### config.mk
export PLATFORM = sky130hd
export DESIGN_NAME = shift_add_multiplier_flat
export DESIGN_NICKNAME = d
export VERILOG_FILES = /design/src/rtl/shift_add_multiplier_if.sv /design/src/rtl/shift_add_multiplier.sv /design/src/flat_wrapper.sv
export SDC_FILE = /design/constraint.sdc
export NUM_CORES = 1
export LEC_CHECK = 0
export CORE_MARGIN = 2
export CORE_UTILIZATION = 48
export CTS_CLUSTER_SIZE = 25
export DETAILED_ROUTE_END_ITERATION = 8
export PLACE_DENSITY = 0.76
export SYNTH_ARGS = -nofsm -noshare
export SYNTH_HDL_FRONTEND = slang
export SYNTH_SLANG_ARGS = --single-unit
export TNS_END_PERCENT = 20
### constraint.sdc
create_clock -name clk -period 1.9 [get_ports clk]
set_clock_uncertainty 0.1 [all_clocks]
set_input_delay 0.38 -clock clk [delete_from_list [all_inputs] [get_ports clk]]
set_output_delay 0.38 -clock clk [all_outputs]
set_load 0.01 [all_outputs]
### src/rtl/shift_add_multiplier_if.sv
// Operand/result bundle for the shift-add multiplier: start + operands in, busy/done/product out.
// Master drives the request side; the multiplier (slave) drives status and result.
interface shift_add_multiplier_if;
    logic        start;
    logic [7:0]  a;
    logic [7:0]  b;
    logic        busy;
    logic        done;
    logic [15:0] product;

    modport master (output start, a, b, input busy, done, product);
    modport slave  (input start, a, b, output busy, done, product);
endinterface

### src/rtl/shift_add_multiplier.sv
// Sequential 8x8 unsigned shift-and-add multiplier built on one 8-bit adder; 8-cycle latency, 9-cycle throughput.
// No backpressure: start is ignored while busy; product is registered and holds until the next completion.

module eight_bit_adder (
    input  logic [7:0] a_i,
    input  logic [7:0] b_i,
    input  logic       cin_i,
    output logic [7:0] sum_o,
    output logic       cout_o
);
    assign {cout_o, sum_o} = {1'b0, a_i} + {1'b0, b_i} + {8'd0, cin_i};
endmodule

module shift_add_multiplier (
    input  logic                   clk,
    input  logic                   rst,
    shift_add_multiplier_if.slave  mul_if
);
    typedef enum logic [1:0] {
        ST_IDLE = 2'd0,
        ST_RUN  = 2'd1,
        ST_DONE = 2'd2
    } state_t;

    state_t      state_q;
    logic [7:0]  m_q;
    logic [7:0]  a_q;
    logic [7:0]  q_q;
    logic        c_q;
    logic [2:0]  cnt_q;
    logic        busy_q;
    logic        done_q;
    logic [15:0] product_q;

    logic [7:0]  sum;
    logic        cout;
    logic [8:0]  acc_d;
    logic [7:0]  a_d;
    logic [7:0]  q_d;

    eight_bit_adder u_adder (
        .a_i    (a_q),
        .b_i    (m_q),
        .cin_i  (1'b0),
        .sum_o  (sum),
        .cout_o (cout)
    );

    // {C',A'} then one right shift of the 17-bit {C',A',Q}; C is cleared every step so the
    // no-add path carries zero.
    always_comb begin
        acc_d = q_q[0] ? {cout, sum} : {c_q, a_q};
        a_d   = acc_d[8:1];
        q_d   = {acc_d[0], q_q[7:1]};
    end

    always_ff @(posedge clk or posedge rst) begin
        if (rst) begin
            state_q   <= ST_IDLE;
            m_q       <= '0;
            a_q       <= '0;
            q_q       <= '0;
            c_q       <= 1'b0;
            cnt_q     <= '0;
            busy_q    <= 1'b0;
            done_q    <= 1'b0;
            product_q <= '0;
        end else begin
            case (state_q)
                ST_RUN: begin
                    a_q   <= a_d;
                    q_q   <= q_d;
                    c_q   <= 1'b0;
                    cnt_q <= cnt_q + 3'd1;
                    if (cnt_q == 3'd7) begin
                        state_q   <= ST_DONE;
                        busy_q    <= 1'b0;
                        done_q    <= 1'b1;
                        product_q <= {a_d, q_d};
                    end
                end
                default: begin
                    // IDLE and DONE accept a new request identically.
                    done_q <= 1'b0;
                    if (mul_if.start) begin
                        state_q <= ST_RUN;
                        busy_q  <= 1'b1;
                        m_q     <= mul_if.a;
                        q_q     <= mul_if.b;
                        a_q     <= '0;
                        c_q     <= 1'b0;
                        cnt_q   <= '0;
                    end else begin
                        state_q <= ST_IDLE;
                    end
                end
            endcase
        end
    end

    assign mul_if.busy    = busy_q;
    assign mul_if.done    = done_q;
    assign mul_if.product = product_q;
endmodule
### src/flat_wrapper.sv
// flat-port wrapper written by rule: the top's interface ports become plain ports
module shift_add_multiplier_flat 
  (clk, rst, mul_if_start, mul_if_a, mul_if_b, mul_if_busy, mul_if_done, mul_if_product);
  shift_add_multiplier_if mul_if_i ();
  input  logic clk;
  input  logic rst;
  input wire logic [$bits(mul_if_i.start)-1:0] mul_if_start;
  input wire logic [$bits(mul_if_i.a)-1:0] mul_if_a;
  input wire logic [$bits(mul_if_i.b)-1:0] mul_if_b;
  output wire logic [$bits(mul_if_i.busy)-1:0] mul_if_busy;
  output wire logic [$bits(mul_if_i.done)-1:0] mul_if_done;
  output wire logic [$bits(mul_if_i.product)-1:0] mul_if_product;
  assign mul_if_i.start = mul_if_start;
  assign mul_if_i.a = mul_if_a;
  assign mul_if_i.b = mul_if_b;
  assign mul_if_busy = mul_if_i.busy;
  assign mul_if_done = mul_if_i.done;
  assign mul_if_product = mul_if_i.product;
  shift_add_multiplier u_core (.clk(clk), .rst(rst), .mul_if(mul_if_i));
endmodule
==> flow_metrics.py <==
metrics = {
    "outcome": {
        "status": "finished with violations",
        "violations": "setup timing",
    },
    "floorplan": {
        "fp.dieW_um": 72.3,
        "io_pins": 37,
        "fp-row-count": 24,
        "core_mm2": 0.00441,
        "die_y_um": 72.3,
        "start_util_pct": 50.7,
        "die_area_mm2": 0.00522,
    },
    "routing": {
        "initialDrtViolationCount": 100,
        "first_pass_iters": 4,
        "routed_wirelength_mm": 4.69,
        "drc": 0,
        "via_count": 1714,
        "ant_nets": 0,
        "via_per_inst": 5.32,
        "avgRoutedWirePerCell_um": 14.6,
    },
    "final_layout": {
        "n_antenna_cell": 0,
        "final_cell_area_mm2": 0.00294,
        "nNetsFinal": 299,
        "drive_above_1_share_pct": 18.9,
        "syn_to_final_growth_pct": 31.7,
        "final_cell_mix": "46 x nand2_1, 46 x dfrtp_1, 36 x clkdlybuf4s50_1, 22 x o21ai_0, 13 x buf_4",
    },
    "power": {
        "finalPower_mw": 5.29,
        "vdd_drop_max_mv": 0.900,
        "power_density_mw_per_mm2": 1800,
        "p_leak_nw": 1.32,
    },
    "placed_design": {
        "dp_hpwl_mm": 3.11,
        "dpl_cell_area_mm2": 0.00273,
        "dp_slack_ns": -0.127,
        "gp_congestion": 0.838,
        "port_buffers": 36,
    },
    "worst_setup_path": {
        "cp.arrival_ns": 2.09,
        "crit_path_start_kind": "flop",
        "crit_required_ns": 1.99,
        "crit_path_max_fanout": 2,
        "crit_type": "flop to flop",
        "critPathCaptureType": "flop",
    },
    "synthesis": {
        "netlist-cell-type-count": 32,
        "synth_area_leaders": "dfrtp_1 51%, nand2_1 7.7%, ha_1 5.6%",
        "synth_fp_nets": 250,
        "yosysWarnings": 0,
        "synth_seq_cells": 46,
        "synth_area_leader_cell": "dfrtp_1",
        "synth_edf_count": 0,
        "synth_ff_type": "dfrtp_1",
        "synth.cell_area_mm2": 0.00224,
        "avgSynthCellArea_um2": 10.2,
        "synth_top_area_share_pct": 51.5,
        "yosysSeqAreaShare_pct": 51.5,
        "synth-async-reset-ratio_pct": 100,
        "synthCells": 220,
    },
    "sta": {
        "fin_crit_ns": 2.00,
        "max_freq_mhz": 499,
        "fin_setup_tns_ns": -0.325,
        "setup_slack_ns": -0.102,
        "worst_pin_slew_ns": 0.659,
        "relSlewSlack_pct": 56.1,
        "hold_violations": 0,
        "slew_violations": 0,
        "fin_crit_sh_pct": 105,
        "setup_violations": 6,
        "rsz0062_at_grt": "true",
    },
    "clock_tree": {
        "numCtsBuffers": 5,
        "tritoncts": "yes",
        "clk_latency_ns": 0.31,
        "cts.sinks": 46,
        "path_clk_slew_ns": 0.09,
        "cts_max_level": 2,
        "cts_buffer_depth": 2,
        "cts_root_buf": "clkbuf_8",
    },
    "global_routing": {
        "overflow": 0,
        "grt_pass1_wl_mm": 8.16,
        "grt_pass1_vias": 1718,
        "grt_max_degree": 47,
        "track_usage_pct": 20.4,
        "antenna_found_initial": 0,
    },
    "job": {
        "drv_cap": 0,
    },
    "worst_hold_path": {
        "hp-class": "input port to asynchronous set/reset pin",
    },
}
[registers in the layout, summed over array words and instances (netlist names)]
| name | count |
|---|---|
| u_core.q_q | 8 |
| u_core.state_q | 1 |
| u_core.a_q | 8 |
| u_core.m_q | 8 |
| u_core.mul_if.busy | 1 |
| u_core.mul_if.product | 16 |
| u_core.mul_if.done | 1 |
| u_core.cnt_q | 3 |
[kinds of logic after synthesis]
group,synth area share [%]
DFF,51.5
and+or+nand+nor,14.7
xor gates and xnor gates,1.57
AOI/OAI and AO/OA,12.4
adders and majority gates,6.49
buffers and inverters,4.48
muxes,8.95
[cells in the mapped netlist, types with 2 or more instances]
cell and count:
a21o_1 3, ha_1 10, a21oi_1 10, o31ai_1 2, inv_1 6, nand2_1 46
xor2_1 2, nor2_1 8, mux2i_1 11, nor3_1 3, clkbuf_1 4, nand2b_1 4
clkbuf_8 3, xnor2_1 2, buf_2 2, o21ai_0 25, a31oi_1 3, mux2_2 8
nand3_1 8, nor2b_1 3, dfrtp_1 46
[metrics by stage]
step | utilization [%] | instances | hold slack, ns
final | 66.7 | 322 | 0.316
after global routing | 66.7 | 322 | 0.341
after CTS | 65.8 | 322 | 0.329
after detailed placement | 61.8 | 313 | 0.362
after global placement | 61.8 | 313 | 0.357
after floorplan | - | 220 | 0.353
[power by group]
| group | switching [mW] | total (mW) | internal [mW] | leakage (nW) |
|---|---|---|---|---|
| Combinational | 1.36 | 2.85 | 1.49 | 0.712 |
| Sequential | 0.372 | 1.83 | 1.46 | 0.562 |
| Clock | 0.350 | 0.609 | 0.259 | 0.0441 |
[worst paths after layout]
path / slack, ns / end / start / cells after the start
worst min-delay path: 0.32 / u_core.mul_if.product[2]$_DFFE_PP0P_ / rst / 3
worst max register to register: -0.10 / u_core.a_q[5]$_DFFE_PP0P_ / u_core.a_q[0]$_DFFE_PP0P_ / 8
worst max-delay path: -0.10 / u_core.a_q[5]$_DFFE_PP0P_ / u_core.a_q[0]$_DFFE_PP0P_ / 8
min in group clk: 0.38 / u_core.mul_if.product[6]$_DFFE_PP0P_ / u_core.mul_if.product[6]$_DFFE_PP0P_ / 2
worst min register to register: 0.38 / u_core.mul_if.product[6]$_DFFE_PP0P_ / u_core.mul_if.product[6]$_DFFE_PP0P_ / 2
max in group asynchronous: 1.16 / u_core.m_q[4]$_DFFE_PP0P_ / rst / 3
[worst max-delay path: stages, from the launching register on]
cell and delay (ns):
dfrtp_1 0.40, ha_2 0.21, inv_2 0.06, fa_2 0.21, nand2b_4 0.14, a21oi_4 0.06
or4_4 0.44, a31oi_4 0.19, a21oi_1 0.08
[final cells by class]
type	instances	area [µm²]
clock buffer	5	68.8
clock inverter	3	21.3
fill	357	1470
inverter	7	26.3
multi-input combinational	157	1100
sequential	46	1150
tap	52	65.1
timing repair buffer	52	509
[per-layer routing]
layer	routed length (µm)	track usage, %
met1	2240	29.2
met3	208	3.33
met5	0	0
met4	78	8.60
met2	2160	31.0
[timing repair]
action / in CTS / in global routing
pin swaps: 8 / 5
buffers inserted: 1 / 0
hold buffers: 0 / 0
gates resized for setup: 13 / 9
setup endpoints to repair: 9 / 9
Power figures use the tool's default switching activity.
